### config.mk
export PLATFORM = sky130hd
export DESIGN_NAME = rr_onehot_arbiter
export DESIGN_NICKNAME = d
export VERILOG_FILES = /design/src/rtl/arb_pkg.sv /design/src/rtl/rr_pick.sv /design/src/rtl/rr_onehot_arbiter.sv
export SDC_FILE = /design/constraint.sdc
export NUM_CORES = 1
export LEC_CHECK = 0
export ABC_CLOCK_PERIOD_IN_PS = 5000
export CAP_MARGIN = 5
export CORE_MARGIN = 2
export CORE_UTILIZATION = 50
export DETAILED_ROUTE_END_ITERATION = 16
export PLACE_DENSITY = 0.81
export SLEW_MARGIN = 0
export SYNTH_ARGS = -nofsm -noshare
export SYNTH_HDL_FRONTEND = slang
export SYNTH_SLANG_ARGS = --single-unit
export TNS_END_PERCENT = 50
### constraint.sdc
create_clock -name arb_clk -period 5 [get_ports arb_clk]
set_clock_uncertainty 0.05 [all_clocks]
set_input_delay 1 -clock arb_clk [delete_from_list [all_inputs] [get_ports arb_clk]]
set_output_delay 1 -clock arb_clk [all_outputs]
set_load 0.05 [all_outputs]
### src/rtl/arb_pkg.sv
// arb_pkg: shared constants and state type for the round-robin one-hot arbiter
//   NREQ  - number of requesters (one-hot grant width)
//   IDXW  - width of the encoded grant index
//   HOLDW - width of the saturating hold counter
package arb_pkg;
    localparam int NREQ  = 8;
    localparam int IDXW  = 3;
    localparam int HOLDW = 8;
    typedef enum logic {IDLE, GRANT} state_t;
endpackage

### src/rtl/rr_pick.sv
// rr_pick: combinational round-robin winner search starting at ptr
//   req    in  - request vector
//   ptr    in  - first index to search (last holder + 1)
//   valid  out - any request present
//   idx    out - winning index
//   onehot out - winning index as one-hot
module rr_pick import arb_pkg::*; (
    input  logic [NREQ-1:0] req,
    input  logic [IDXW-1:0] ptr,
    output logic            valid,
    output logic [IDXW-1:0] idx,
    output logic [NREQ-1:0] onehot
);
    logic [2*NREQ-1:0] dbl;
    logic [NREQ-1:0]   rot;
    logic [IDXW-1:0]   off;
    always_comb begin
        dbl = {req, req} >> ptr;
        rot = dbl[NREQ-1:0];
        off = '0;
        // descending scan leaves the lowest set bit of the rotated vector
        for (int i = NREQ - 1; i >= 0; i--) off = rot[i] ? IDXW'(i) : off;
        valid  = |req;
        idx    = ptr + off;
        onehot = NREQ'(1) << idx;
    end
endmodule

### src/rtl/rr_onehot_arbiter.sv
// rr_onehot_arbiter: registered round-robin arbiter with hold limit for an 8-way one-hot resource
//   arb_clk     in  - clock
//   arb_rst     in  - synchronous active-high reset
//   arb_req     in  - request vector
//   arb_done    in  - holder releases the grant
//   arb_gnt     out - registered one-hot grant (or zero)
//   arb_gnt_idx out - encoded grant index, held while idle
//   arb_busy    out - grant active
//   arb_timeout out - one-cycle pulse when the hold limit revokes a grant
module rr_onehot_arbiter import arb_pkg::*; #(
    parameter int MAX_HOLD = 16
) (
    input  logic            arb_clk,
    input  logic            arb_rst,
    input  logic [NREQ-1:0] arb_req,
    input  logic            arb_done,
    output logic [NREQ-1:0] arb_gnt,
    output logic [IDXW-1:0] arb_gnt_idx,
    output logic            arb_busy,
    output logic            arb_timeout
);
    localparam logic [HOLDW-1:0] LIMIT = HOLDW'(MAX_HOLD);
    state_t            state_q, state_d;
    logic [IDXW-1:0]   ptr_q, ptr_d, idx_q, idx_d, pick_idx;
    logic [HOLDW-1:0]  hold_q, hold_d;
    logic [NREQ-1:0]   gnt_q, gnt_d, pick_oh;
    logic              tmo_q, tmo_d, pick_valid, hit, rel;
    rr_pick u_pick (
        .req    (arb_req),
        .ptr    (ptr_q),
        .valid  (pick_valid),
        .idx    (pick_idx),
        .onehot (pick_oh)
    );
    always_comb begin
        state_d = state_q;
        ptr_d   = ptr_q;
        idx_d   = idx_q;
        hold_d  = hold_q;
        gnt_d   = gnt_q;
        tmo_d   = 1'b0;
        hit     = (MAX_HOLD != 0) && (hold_q == LIMIT);
        rel     = arb_done || !arb_req[idx_q] || hit;
        if (state_q == IDLE) begin
            if (pick_valid) begin
                state_d = GRANT;
                gnt_d   = pick_oh;
                idx_d   = pick_idx;
                hold_d  = HOLDW'(1);
            end
        end else if (rel) begin
            state_d = IDLE;
            gnt_d   = '0;
            ptr_d   = idx_q + IDXW'(1);
            hold_d  = '0;
            // an explicit release on the expiry cycle is a normal release
            tmo_d   = hit && !arb_done;
        end else begin
            hold_d = (hold_q == '1) ? hold_q : hold_q + HOLDW'(1);
        end
    end
    always_ff @(posedge arb_clk) begin
        if (arb_rst) begin
            state_q <= IDLE;
            ptr_q   <= '0;
            idx_q   <= '0;
            hold_q  <= '0;
            gnt_q   <= '0;
            tmo_q   <= 1'b0;
        end else begin
            state_q <= state_d;
            ptr_q   <= ptr_d;
            idx_q   <= idx_d;
            hold_q  <= hold_d;
            gnt_q   <= gnt_d;
            tmo_q   <= tmo_d;
        end
    end
    assign arb_gnt     = gnt_q;
    assign arb_gnt_idx = idx_q;
    assign arb_busy    = (state_q == GRANT);
    assign arb_timeout = tmo_q;
endmodule

# After elaboration in Yosys (flattened, before gate mapping)
# Index checks and enable logic that the tools add are counted.
word_totals:
  ff_bits: 24
  output_inout_bits: 13
  wordCells: 50
op_classes:
  add_sub_neg: 3
  n_lt_le_gt_ge: 1
  n_eq_ne: 4
  n_shift: 2
  n_mux: 20
  n_bitwise: 2
  n_reduce_logical: 12
op_table:
  columns: ["operator", "count"]
  rows:
  - ["8-bit two-way mux", 7]
  - ["3-bit two-way mux", 8]
  - ["16-bit by 3-bit right shift with 8-bit output", 1]
  - ["8-bit by 1-bit adder with 8-bit output (second input constant)", 1]
  - ["8-bit by 5-bit equality test with 1-bit output (second input constant)", 1]
  - ["8-bit equality test (second input constant)", 1]
  - ["2-bit AND reduction", 4]
  - ["8-bit OR reduction", 1]
  - ["1-bit by 3-bit left shift with 8-bit output (first input constant)", 1]
  - ["3-bit by 4-bit less-than comparator with 1-bit output (second input constant)", 1]
  - ["1-bit two-way mux", 4]
  - ["3-bit by 1-bit adder with 3-bit output (second input constant)", 1]
  - ["3-bit adder", 1]
  - ["1-bit binary-select mux with 3-bit select", 1]
  - ["3-bit inequality test (second input constant)", 1]
  - ["3-bit OR reduction", 1]
  - ["1-bit zero test", 2]
  - ["1-bit logical OR", 2]
  - ["2-bit by 1-bit inequality test with 1-bit output (second input constant)", 1]
  - ["1-bit inverter", 2]
  - ["2-bit nonzero test", 1]
  - ["1-bit logical AND", 1]

# Logic depth before layout (Yosys ltp)
# Gate-level depths: netlist of run 1.
logic_depth:
  ltp_word: 13
  mapped_depth: 15

# Modules after synthesis
# From an unflattened synthesis of run 1, not the netlist that was laid out.
unflattened:
  hier_cells: 265
  area_unflattened_um2: 2396.0
modules_own_cells:
  columns: ["mod", "instances", "cells_each", "area_per_inst_um2", "seq_area_each_um2"]
  rows:
  - ["rr_onehot_arbiter", 1, 152, 1416.4, 480.5]
  - ["rr_pick", 1, 113, 979.7, 0.0]

# Worst setup path after synthesis of run 1
# Ideal clock, no wire load.
synth_timing:
  kind: "in2reg"
  startpoint: "input arb_req[1]"
  endpoint: "register gnt_q[1], in the netlist arb_gnt[1]"
  setup_time_ps: 79
  t_arrival_ps: 3641
  t_required_ps: 4871
  setup_slack_ps: 1230
  cell_stages: 13
  path_buffers: 3
  cell_sequence: "buf_2 nor3_1 a21oi_1 mux4_2 clkbuf_1 nand2b_1 a21bo_2 fa_1 clkbuf_1 inv_1 nor3_1 o2111ai_1 o211ai_1"
synth_via:
  elab_chain_cells: 13
synth_rtl:
  columns: ["element", "line", "rtl"]
  rows:
  - ["from (decl)", "rr_onehot_arbiter.sv:15", "input logic [NREQ-1:0] arb_req,"]
  - ["16-bit by 3-bit right shift with 8-bit output", "rr_pick.sv:18", "dbl = {req, req} >> ptr;"]
  - ["3-bit two-way mux (8 in series)", "rr_pick.sv:22", "for (int i = NREQ - 1; i >= 0; i--) off = rot[i] ? IDXW'(i) : off;"]
  - ["3-bit adder", "rr_pick.sv:24", "idx = ptr + off;"]
  - ["1-bit by 3-bit left shift with 8-bit output", "rr_pick.sv:25", "onehot = NREQ'(1) << idx;"]
  - ["8-bit two-way mux", "rr_onehot_arbiter.sv:45", "if (pick_valid) begin"]
  - ["8-bit two-way mux", "rr_onehot_arbiter.sv:44", "if (state_q == IDLE) begin"]
  - ["to (signal assigned)", "rr_onehot_arbiter.sv:75", "gnt_q <= gnt_d;"]
  - ["to (decl)", "rr_onehot_arbiter.sv:26", "logic [NREQ-1:0] gnt_q, gnt_d, pick_oh;"]
# Parallel ways exist; a longest one is shown, timed or not. The select of a mux whose other input is x is not followed.
# A chain may end at the register's enable or synchronous reset.

# Worst setup path after layout of run 1
layout_timing:
  startpoint: "input arb_req[6]"
  endpoint: "register gnt_q[6], in the netlist arb_gnt[6]"
# Same word-level chain as after synthesis.

==> results of run 1 <==
[flip-flops by register name (all words and copies together), names as in the netlist]
register and flops:
arb_gnt 8, hold_q 8, arb_gnt_idx 3, ptr_q 3, arb_busy 1, arb_timeout 1
[worst reg2reg max path, stage by stage (launching register included)]
cell and delay [ps]:
sky130_fd_sc_hd__dfxtp_1 1070, sky130_fd_sc_hd__inv_2 310, sky130_fd_sc_hd__mux4_2 440, sky130_fd_sc_hd__mux2_2 280, sky130_fd_sc_hd__a21bo_2 270, sky130_fd_sc_hd__fa_1 440, sky130_fd_sc_hd__xnor2_1 500, sky130_fd_sc_hd__nor3_1 110
sky130_fd_sc_hd__o2111ai_1 130, sky130_fd_sc_hd__o211ai_1 140
[power by group through the flow]
| stage | Combinational, W | Clock (W) | Sequential, W |
|---|---|---|---|
| 2_1_floorplan | 0.000223 | 0 | 0.000284 |
| 3_3_place_gp | 0.000330 | 0 | 0.000250 |
| 3_5_place_dp | 0.000338 | 0 | 0.000250 |
| 4_1_cts | 0.000339 | 0.000175 | 0.000246 |
| 5_1_grt | 0.000369 | 0.000181 | 0.000251 |
| 6_report | 0.000341 | 0.000171 | 0.000246 |
[synthesized netlist by cell type, types with 4 or more instances]
library cell / count
sky130_fd_sc_hd__mux4_2: 11
sky130_fd_sc_hd__o2111ai_1: 10
sky130_fd_sc_hd__nand3_1: 15
sky130_fd_sc_hd__a211oi_1: 7
sky130_fd_sc_hd__buf_2: 14
sky130_fd_sc_hd__ha_1: 4
sky130_fd_sc_hd__dfxtp_1: 24
sky130_fd_sc_hd__or4_1: 5
sky130_fd_sc_hd__inv_1: 13
sky130_fd_sc_hd__nand2_1: 19
sky130_fd_sc_hd__nor2_1: 23
sky130_fd_sc_hd__a21oi_1: 26
sky130_fd_sc_hd__a21o_1: 5
sky130_fd_sc_hd__o21ai_0: 4
sky130_fd_sc_hd__nor3_1: 21
sky130_fd_sc_hd__clkbuf_1: 8
sky130_fd_sc_hd__o211ai_1: 8
sky130_fd_sc_hd__o31ai_1: 4
[layout make-up]
class	instances	area [um^2]
clock buffers	3	41.3
fillers	369	1650
inverters	14	52.6
flip-flops and latches	24	480
multi-input cells	195	1440
repair buffers	25	245
well taps	50	62.6
clock inverters	1	30.0
[worst max path at each step]
stage                           from         end  slack (ps)  cells after the start
after global placement    arb_req[6]  arb_gnt[7]         590                     11
after detailed placement  arb_req[5]  arb_gnt[6]         520                     13
after global routing      arb_req[5]  arb_gnt[6]         510                     13
after CTS                 arb_req[5]  arb_gnt[6]         810                     13
final                     arb_req[6]  arb_gnt[6]         740                     11
after floorplan           arb_req[1]  arb_gnt[1]        1230                     13
[cell families (layout without fill, tap and decap cells)]
family          Yosys count  in the layout  synth area share, %
simple gates             95             95                 22.1
compound gates           74             74                 24.8
buf+inv                  37             43                 7.88
flops                    24             24                 23.1
mux                      18             18                 17.5
fa+ha+maj                 5              5                 3.37
xor+xnor                  3              3                 1.26
[stage by stage]
step,cells,hold slack [ps]
finish,312,445
global route,312,485
CTS,312,446
detailed placement,308,433
global placement,308,428
floorplan,256,412
[layer usage]
layer	routed length [um]	GRT usage, %	vias to the layer above
met3	221	2.44	6
met2	2490	40.9	54
met4	59	5.50	0
met5	0	0	-
met1	2250	30.2	979
li1	-	-	983
==> run metrics, run 1 <==
result of the run complete, no violations; overall power of the completed layout ~0.00076 W; vias in the first global route around 1,800; IR Drop Worst-Case VDD approximately 0.15 mV; final-layout setup total negative slack 0 ps; number of flops mapped to enable cells by yosys 0; synthesized area slightly above 2000 um^2; Crit Reg-Reg Endpoint arb_gnt[6]; clock-pin slew on the worst setup and hold paths 90 ps; count of distinct cell types in the synthesized netlist 43; final cell utilization of the core between 50 and 60%; Power per Cell Area between 300 and 400 nW/um^2; CP cell instances clkdlybuf4s50_1, nor2_1, a21oi_1, mux4_2, nand2b_1, a21bo_2, fa_1, xnor2_1, nor3_1, o2111ai_1, o211ai_1; Endpoint, Worst Hold arb_gnt[2]; worst setup margin ~740 ps; setup repair after global routing missed its margin no; slowest stage cell, crit path sky130_fd_sc_hd__mux4_2; register bit total from synthesis 24; number of gates given a new drive strength after cts 0; Buffers & Inverters on Critical Path 1; worst endpoint required time a little over 5000 ps; Final GP Congestion slightly below 0.9; number of levels the H-tree was split into 1; type of the worst setup path primary input to flop; IO Pins 24; highest clock rate ~0.23 GHz; wire length of the first global-routing pass 8.28 mm; Final Hold Vio Count 0; static leakage power a little over 0.8 nW; share of post-route cells with drive strength above 1 roughly a tenth; critical path arrival 4350 ps; cell count after synthesis around 260; CP Capture Type flop; aggregate global routing overflow 0; number of antenna repair diodes 0; launching point of the worst reg2reg path ptr_q[1]; Setup crit start kind primary input; cells taking the most area after synthesis sky130_fd_sc_hd__dfxtp_1 (23%), sky130_fd_sc_hd__mux4_2 (12%), sky130_fd_sc_hd__a21oi_1 (6.3%); post-route clock period utilization ~85%; flip-flop cell with the highest count after synthesis sky130_fd_sc_hd__dfxtp_1; NumNets Final about 280; share of Yosys cell area claimed by the top area cell type a little under a quarter; Worst Tran Pin Value around 1100 ps; total track usage between 20% and 30%; Die Y-Extent ~68 um; MaxCap Viol Count 0; placeable core area approximately 4000 um^2; post-layout min period around 4300 ps; CTS sink count 24; clock tree root buffer cell sky130_fd_sc_hd__clkbuf_8; initial drt markers 160; switching power just over 0.0003 W; source-to-sink clock delay at the later pin of the worst-skew pair 270 ps; final number of max-transition violations 0; Hold/Removal Path Class flop to flop; post-layout instance area 2350 um^2; clock power share a little under a quarter; post-CTS setup buffer count 0; gate family responsible for the most delay along the worst path multiplexers; Worst path max stage delay ~640 ps; placement-stage worst setup slack 521 ps; Max transition margin about a quarter; worst hold path depth 2; async set-or-reset flop fraction in the synthesized netlist 0%; crit path max fanout 13; die area 4690 um^2; layout overhead on the synthesized area 12.9%; reg2reg setup slack about 1100 ps; Initial Utilization approximately 52%; Mean Syn Cell Area a little over 8 um^2; residual DRC count 0; placed wire-length estimate between 3 and 4 mm; largest area contributor in the synthesized netlist sky130_fd_sc_hd__dfxtp_1; synthesized netlist net count roughly 270; number of placement rows 23; drt via density between 6 and 7; total detailed-routing wirelength 5.02 mm; routed len/inst 16.1 um; DIE WIDTH 68.5 um; depth of the worst register-to-register path 9; antenna-violating nets left 0; relative contribution of combinational cells to total power 45.0%; placed instance area 2280 um^2; hold path start arb_gnt[2]; PortBufs 23; antenna violations before repair 0; Syn. warnings 0; vias after detailed routing ~2,000; total setup violations reported at the end of the flow 0; number of clock buffers inserted by TritonCTS 3; cts hold-fix bufs 0; proportion of power drawn by flip-flops and latches 32.4%; buffer levels on the longest clock path 2; switching part of the total power between 40% and 50%; commonest non-fill, non-tap cell in the layout sky130_fd_sc_hd__a21oi_1; commonest cells after routing, fill and taps aside sky130_fd_sc_hd__a21oi_1 (26), sky130_fd_sc_hd__dfxtp_1 (24), sky130_fd_sc_hd__nor2_1 (23), sky130_fd_sc_hd__clkdlybuf4s50_1 (23), sky130_fd_sc_hd__nor3_1 (21); maximum number of pins on one net before global-route repair 33; Initial DRT Pass Iterations 4; cell internal pwr roughly 0.00045 W; sequential fraction of the synthesis area 23.1%; CTS tree done
Note: power is estimated with default switching activity, not from simulation.
==> run 2: changes to the inputs <==
--- a/config.mk
+++ b/config.mk
@@ -15,4 +15,4 @@
 export SYNTH_ARGS = -nofsm -noshare
 export SYNTH_HDL_FRONTEND = slang
 export SYNTH_SLANG_ARGS = --single-unit
-export TNS_END_PERCENT = 50
+export TNS_END_PERCENT = 5
==> results of run 2 <==
Same layout as run 1: the final DEF is identical, and so are final timing and power.
==> run 3: changes to the inputs <==
--- a/config.mk
+++ b/config.mk
@@ -9,6 +9,7 @@
 export CAP_MARGIN = 5
 export CORE_MARGIN = 2
 export CORE_UTILIZATION = 50
+export CTS_CLUSTER_DIAMETER = 50
 export DETAILED_ROUTE_END_ITERATION = 16
 export PLACE_DENSITY = 0.81
 export SLEW_MARGIN = 0
==> results of run 3 <==
Same layout as run 1: the final DEF is identical, and so are final timing and power.
